<file path="config.mk">
export PLATFORM = sky130hd
export DESIGN_NAME = pam4_symbol_mapper_flat
export DESIGN_NICKNAME = d
export VERILOG_FILES = /design/src/rtl/pam4_symbol_mapper_if.sv /design/src/rtl/pam4_symbol_mapper.sv /design/src/flat_wrapper.sv
export SDC_FILE = /design/constraint.sdc
export NUM_CORES = 1
export LEC_CHECK = 0
export ABC_AREA = 1
export BUFFER_PORTS_ARGS = -buffer_cell sky130_fd_sc_hd__buf_4
export CAP_MARGIN = 15
export CORE_UTILIZATION = 45
export CTS_BUF_LIST = sky130_fd_sc_hd__clkbuf_8
export DETAILED_ROUTE_END_ITERATION = 7
export PLACE_DENSITY = 0.61
export SLEW_MARGIN = 20
export SYNTH_ARGS = -nofsm -noshare
export SYNTH_HDL_FRONTEND = slang
export SYNTH_SLANG_ARGS = --single-unit
</file>
<file path="constraint.sdc">
create_clock -name clk -period 5.6 [get_ports clk]
set_clock_uncertainty 0.15 [all_clocks]
set_input_delay 1.12 -clock clk [delete_from_list [all_inputs] [get_ports clk]]
set_output_delay 1.12 -clock clk [all_outputs]
set_load 0.01 [all_outputs]
</file>
<file path="src/rtl/pam4_symbol_mapper_if.sv">
`default_nettype none
// ============================================================================
//  Module   : pam4_symbol_mapper_if
//  Brief    : Handshake/status bundle between the pipe controller and the
//             PAM-4 symbol mapper.
//  Revision : 1.0 - initial release
// ============================================================================
interface pam4_symbol_mapper_if #(
   parameter int DATA_W = 32
);
   logic              start;
   logic [DATA_W-1:0] input_bit;
   logic [DATA_W-1:0] zero;
   logic [DATA_W-1:0] amp;
   logic              ready;
   logic [DATA_W-1:0] array_ref_m;
   logic              valid;
   logic              busy;
   logic              done;

   // Controller / downstream side: supplies words and accepts symbols.
   modport master (
      output start, input_bit, zero, amp, ready,
      input  array_ref_m, valid, busy, done
   );

   // Mapper side.
   modport slave (
      input  start, input_bit, zero, amp, ready,
      output array_ref_m, valid, busy, done
   );
endinterface
`default_nettype wire

</file>
<file path="src/rtl/pam4_symbol_mapper.sv">
`default_nettype none
// ============================================================================
//  Module   : pam4_symbol_mapper
//  Brief    : Serialises a data word MSB-first into Gray-coded PAM-4 symbols
//             and maps each one to zero + L*amp, L in {-3,-1,+1,+3}.
//             BITS_PER_SYM must be 2; other values are not supported.
//  Revision : 1.0 - initial release
// ============================================================================
module pam4_symbol_mapper #(
   parameter int DATA_W       = 32,
   parameter int BITS_PER_SYM = 2,
   parameter int NUM_SYM      = DATA_W / BITS_PER_SYM
) (
   input  wire logic             clk,
   input  wire logic             reset,
   pam4_symbol_mapper_if.slave   bus
);

   localparam int CNT_W = (NUM_SYM > 1) ? $clog2(NUM_SYM) : 1;
   localparam logic [CNT_W-1:0] CNT_LAST = CNT_W'(NUM_SYM - 1);

   localparam logic [1:0] S_IDLE   = 2'd0;
   localparam logic [1:0] S_EMIT   = 2'd1;
   localparam logic [1:0] S_FINISH = 2'd2;

   logic [1:0]        state_q, state_d;
   logic [DATA_W-1:0] shift_q, shift_d;
   logic [CNT_W-1:0]  cnt_q, cnt_d;
   logic [DATA_W-1:0] zero_q, zero_d;
   logic [DATA_W-1:0] amp_q, amp_d;
   logic [DATA_W-1:0] ref_q, ref_d;
   logic              valid_q, valid_d;
   logic              done_q, done_d;

   logic [DATA_W-1:0] shift_next;

   // Gray symbol to amplitude: 00->-3, 01->-1, 11->+1, 10->+3, all modulo 2^DATA_W.
   // Negative levels subtract the product, i.e. add its two's-complement negation.
   function automatic logic [DATA_W-1:0] map_sym(
      input logic [1:0]        sym,
      input logic [DATA_W-1:0] base,
      input logic [DATA_W-1:0] step
   );
      logic [DATA_W-1:0] step3;
      step3 = (step << 1) + step;
      case (sym)
         2'b00:   map_sym = base - step3;
         2'b01:   map_sym = base - step;
         2'b11:   map_sym = base + step;
         default: map_sym = base + step3;
      endcase
   endfunction

   assign shift_next = shift_q << BITS_PER_SYM;

   // Next-state logic: load on start in IDLE, advance one symbol per handshake.
   always_comb begin
      state_d = state_q;
      shift_d = shift_q;
      cnt_d   = cnt_q;
      zero_d  = zero_q;
      amp_d   = amp_q;
      ref_d   = ref_q;
      valid_d = valid_q;
      done_d  = 1'b0;
      case (state_q)
         S_IDLE: begin
            if (bus.start) begin
               shift_d = bus.input_bit;
               zero_d  = bus.zero;
               amp_d   = bus.amp;
               cnt_d   = CNT_LAST;
               ref_d   = map_sym(bus.input_bit[DATA_W-1 -: 2], bus.zero, bus.amp);
               valid_d = 1'b1;
               state_d = S_EMIT;
            end
         end
         S_EMIT: begin
            if (valid_q && bus.ready) begin
               if (cnt_q != '0) begin
                  shift_d = shift_next;
                  cnt_d   = cnt_q - 1'b1;
                  ref_d   = map_sym(shift_next[DATA_W-1 -: 2], zero_q, amp_q);
               end else begin
                  // Last symbol taken: drop valid and raise done for the FINISH cycle.
                  valid_d = 1'b0;
                  done_d  = 1'b1;
                  state_d = S_FINISH;
               end
            end
         end
         S_FINISH: begin
            state_d = S_IDLE;
         end
         default: begin
            state_d = S_IDLE;
            valid_d = 1'b0;
         end
      endcase
   end

   // State registers; reset abandons any word in flight without a done pulse.
   always_ff @(posedge clk or negedge reset) begin
      if (!reset) begin
         state_q <= S_IDLE;
         shift_q <= '0;
         cnt_q   <= '0;
         zero_q  <= '0;
         amp_q   <= '0;
         ref_q   <= '0;
         valid_q <= 1'b0;
         done_q  <= 1'b0;
      end else begin
         state_q <= state_d;
         shift_q <= shift_d;
         cnt_q   <= cnt_d;
         zero_q  <= zero_d;
         amp_q   <= amp_d;
         ref_q   <= ref_d;
         valid_q <= valid_d;
         done_q  <= done_d;
      end
   end

   assign bus.array_ref_m = ref_q;
   assign bus.valid       = valid_q;
   assign bus.busy        = (state_q != S_IDLE);
   assign bus.done        = done_q;

endmodule
`default_nettype wire

</file>
<file path="src/flat_wrapper.sv">
// flat-port wrapper written by rule: the top's interface ports become plain ports
module pam4_symbol_mapper_flat 
#(
   parameter int DATA_W       = 32,
   parameter int BITS_PER_SYM = 2,
   parameter int NUM_SYM      = DATA_W / BITS_PER_SYM
)
  (clk, reset, bus_start, bus_input_bit, bus_zero, bus_amp, bus_ready, bus_array_ref_m, bus_valid, bus_busy, bus_done);
  pam4_symbol_mapper_if #(.DATA_W(DATA_W)) bus_i ();
  input  wire logic clk;
  input  wire logic reset;
  input wire logic [$bits(bus_i.start)-1:0] bus_start;
  input wire logic [$bits(bus_i.input_bit)-1:0] bus_input_bit;
  input wire logic [$bits(bus_i.zero)-1:0] bus_zero;
  input wire logic [$bits(bus_i.amp)-1:0] bus_amp;
  input wire logic [$bits(bus_i.ready)-1:0] bus_ready;
  output wire logic [$bits(bus_i.array_ref_m)-1:0] bus_array_ref_m;
  output wire logic [$bits(bus_i.valid)-1:0] bus_valid;
  output wire logic [$bits(bus_i.busy)-1:0] bus_busy;
  output wire logic [$bits(bus_i.done)-1:0] bus_done;
  assign bus_i.start = bus_start;
  assign bus_i.input_bit = bus_input_bit;
  assign bus_i.zero = bus_zero;
  assign bus_i.amp = bus_amp;
  assign bus_i.ready = bus_ready;
  assign bus_array_ref_m = bus_i.array_ref_m;
  assign bus_valid = bus_i.valid;
  assign bus_busy = bus_i.busy;
  assign bus_done = bus_i.done;
  pam4_symbol_mapper #(.DATA_W(DATA_W), .BITS_PER_SYM(BITS_PER_SYM), .NUM_SYM(NUM_SYM)) u_core (.clk(clk), .reset(reset), .bus(bus_i));
endmodule
</file>
==> results by group <==
Placed design
  – Post-DP HPWL: 50600 um
  – Port bufs: 134
  – Gpl congestion: 0.951

STA
  – Fin crit share: 94.1%
  – Final Hold Violating Endpoints: 0
  – F_max: 190 MHz
  – Period minus WS final: 5270 ps
  – Max-slew headroom: 41.4%
  – RSZ-0062 raised after global routing: yes
  – TNS Setup: 0 ps
  – Slew Limit Fails: 0
  – Final setup vio count: 0
  – Min Hold Slack: 343 ps
  – Worst Tran Pin Value: 879 ps

Synth
  – Most frequent cell after synthesis: nand2_1
  – Synth Area in Adders: 14.2%
  – Synth warnings: 0
  – Compound-Gate Fraction of Synth Area: 17.8%
  – Multiplexer area fraction after synthesis: 1.97%
  – Post-synthesis sequential element count: 134
  – Area leader, netlist: dfrtp_1
  – Post-synth EDFFs: 0
  – Commonest cells in the netlist: nand2_1, inv_1, nor2_1, a21oi_1, o21ai_0
  – Post-Syn Area: 17700 um2
  – Yosys cell types: 57
  – Primary FF master, synth: dfrtp_1
  – Sequential fraction of the synthesis area: 18.9%
  – Top-area cell type share of the netlist area: 18.9%
  – Simple-gate share of the synthesized area: 32.3%
  – Net Count, Synth: 3187
  – Post-Synth XOR/XNOR Area: 3.00%
  – Syn_area_per_cell: 6.13 um2
  – Syn Inst Count: 2889
  – Async SR Flop Fraction: 100%
  – Synth area leaders: dfrtp_1, nand2_1, ha_1
  – Main combinational cell family by area after synthesis: simple AND/OR/NAND/NOR gates

Power and ir drop
  – NetSw: 7.47 mW
  – Cell area power density: 615 nW/um2
  – Sw frac: 57.0%
  – Leakage: 11.7 nW
  – Total Power: 13.1 mW
  – Combinational group share of total power: 79.5%
  – VDD IR max: 0.333 mV
  – Clk pwr share: 6.0%
  – Pint: 5.63 mW
  – Flop pwr share: 14.5%

Critical path
  – Arr. time, crit path: 5500 ps
  – Worst reg2reg setup slack: 330 ps
  – CP required: 5830 ps
  – Most used cell, CP: nand2_1
  – Max stage delay on crit path: 450 ps
  – Crit path max-delay cell type: dfrtp_1
  – FF-to-FF path depth: 29
  – Critical-path maximum fanout: 6
  – Worst flop-to-flop path endpoint: u_core.bus.array_ref_m[29]$_DFFE_PN0P_
  – Crit path launch type: register
  – Worst Setup End Kind: register
  – RR Startpoint: u_core.amp_q[10]$_DFFE_PN0P_
  – Crit Path Class: reg2reg

Die
  – Die Area: 40100 um2
  – Die H: 200 um
  – Core area: 38700 um2
  – Die W: 200 um
  – Starting Density: 45.7%
  – FP Rows: 72
  – I/O pin count: 135

Job
  – Maxcap violations: 0

Detailed routing
  – TritonRoute pass-1 iters: 6
  – Routed Antenna Nets: 0
  – Via Count: 19640
  – Vias/cell: 5.26
  – First-iteration detailed-routing DRC count: 1498
  – DRC Markers: 0
  – WL final: 60000 um
  – WL/cell: 16.1 um

Clock network
  – Root Driver: clkbuf_8
  – Sink Count: 134
  – # hold bufs at CTS: 0
  – CTS tree: done
  – # H-tree levels: 4
  – Clock slew at reported path FFs: 80 ps
  – Max clock buf depth: 2
  – Worst-Skew Late Latency: 480 ps
  – Total CTS buffers: 17

Global route
  – Pin count of the biggest net entering global routing: 91
  – Grt total ovfl: 0
  – Number of global-route vias before repair: 18523
  – All-Layer GR Usage: 29.7%
  – First-pass GRT wire length: 95000 um
  – Initial antenna violation count: 2

Hold path
  – Hold EP: u_core.bus.array_ref_m[23]$_DFFE_PN0P_
  – Worst hold path type: reg2reg
  – Hold Crit Depth: 2
  – HP Start: u_core.bus.array_ref_m[23]$_DFFE_PN0P_

Finish
  – Area of the multi-input gates: 12400 um2
  – Register area: 3360 um2
  – Synth-to-Final Area Change: 20.2%
  – # fillers: 3974
  – Layout Nets: 3497
  – Share of cells above drive strength 1: 15.8%

Outcome
  – Status: complete, no violations
[layout make-up]
type                       count  share of cell area, %
multi-input combinational   2200                   58.2
timing repair buffer         351                   12.5
clock inverter                14                  0.594
clock buffer                  18                   1.16
antenna                        2                 0.0235
sequential                   134                   15.8
inverter                     495                   8.73
tap                          518                   3.04
[cells by family (layout without fill, tap and decap cells)]
logic type,count (synthesis),in the layout
simple gates,1356,1356
compound gates,556,556
buf+inv,555,878
fa+ha+maj,198,198
flops,134,134
xor+xnor,59,59
mux,31,31
other cells,0,2
[cell usage in the layout, fill, tap and decap left out, types with 12 or more instances in the layout]
cell type / n
clkbuf_8: 18
ha_1: 193
o221ai_1: 16
o211ai_1: 38
a21oi_1: 200
nor3_1: 45
dfrtp_1: 132
o22ai_1: 12
o21ai_0: 192
mux2_2: 31
nand4_1: 33
xor2_1: 46
nand2_2: 12
nor2_1: 210
nor2_2: 15
buf_4: 349
a31oi_1: 33
nand3_1: 154
nand2_1: 824
inv_1: 487
[layer usage]
metal,GRT usage [%],vias to the layer above,routed length (um)
met5,0,-,0
met4,10.5,0,1810
met3,2.02,96,2570
met2,49.5,539,27500
met1,40.4,8967,28200
li1,-,10038,-
[what timing repair did]
item                                   in CTS  in global routing
buffers inserted                            0                  2
setup endpoints to repair                   0                  8
endpoints found under the hold margin       0                  0
resized for setup                           0                 37
[worst max path at each step]
stage / end / startpoint / slack [ps] / cells after the start
2_1_floorplan: u_core.bus.array_ref_m[28]$_DFFE_PN0P_ / bus_amp[0] / 320 / 33
3_3_place_gp: u_core.bus.array_ref_m[28]$_DFFE_PN0P_ / bus_amp[0] / -100 / 32
3_5_place_dp: u_core.bus.array_ref_m[31]$_DFFE_PN0P_ / bus_amp[1] / -180 / 35
4_1_cts: u_core.bus.array_ref_m[29]$_DFFE_PN0P_ / u_core.amp_q[0]$_DFFE_PN0P_ / 100 / 30
5_1_grt: u_core.bus.array_ref_m[31]$_DFFE_PN0P_ / bus_amp[0] / -40 / 35
6_report: u_core.bus.array_ref_m[29]$_DFFE_PN0P_ / u_core.amp_q[10]$_DFFE_PN0P_ / 330 / 29
[registers in the layout, summed over array words and instances (netlist names)]
name,cells
u_core.amp_q,32
u_core.bus.array_ref_m,32
u_core.bus.done,1
u_core.bus.valid,1
u_core.cnt_q,4
u_core.shift_q,30
u_core.state_q,2
u_core.zero_q,32
[power groups by stage]
stage / Clock, mW / Sequential [mW] / Combinational [mW]
2_1_floorplan: 0 / 1.80 / 7.26
3_3_place_gp: 0 / 1.90 / 9.96
3_5_place_dp: 0 / 1.91 / 10.1
4_1_cts: 0.801 / 1.89 / 10.2
5_1_grt: 0.844 / 1.95 / 11.7
6_report: 0.784 / 1.89 / 10.4
[through the flow]
stage / utilization [%] / area, um2 / instances / setup slack [ps]
after CTS: 54.6 / 21100 / 3728 / 95.7
after detailed placement: 53.6 / 20800 / 3696 / -179
final: 55.0 / 21300 / 3732 / 329
after global routing: 54.9 / 21300 / 3730 / -41.6
after floorplan: - / 17700 / 2889 / 321
after global placement: 53.6 / 20800 / 3696 / -105
[critical path: cells and delay by family (launching register included)]
family                   cells  cell delay [ps]
AO/OA/AOI/OAI                5              690
buffers and inverters        3              330
adder cells (fa/ha/maj)      2              780
XOR/XNOR                     1               80
AND/OR/NAND/NOR             18             2640
flip-flops                   1              450
(Power assumes the default switching activity.)
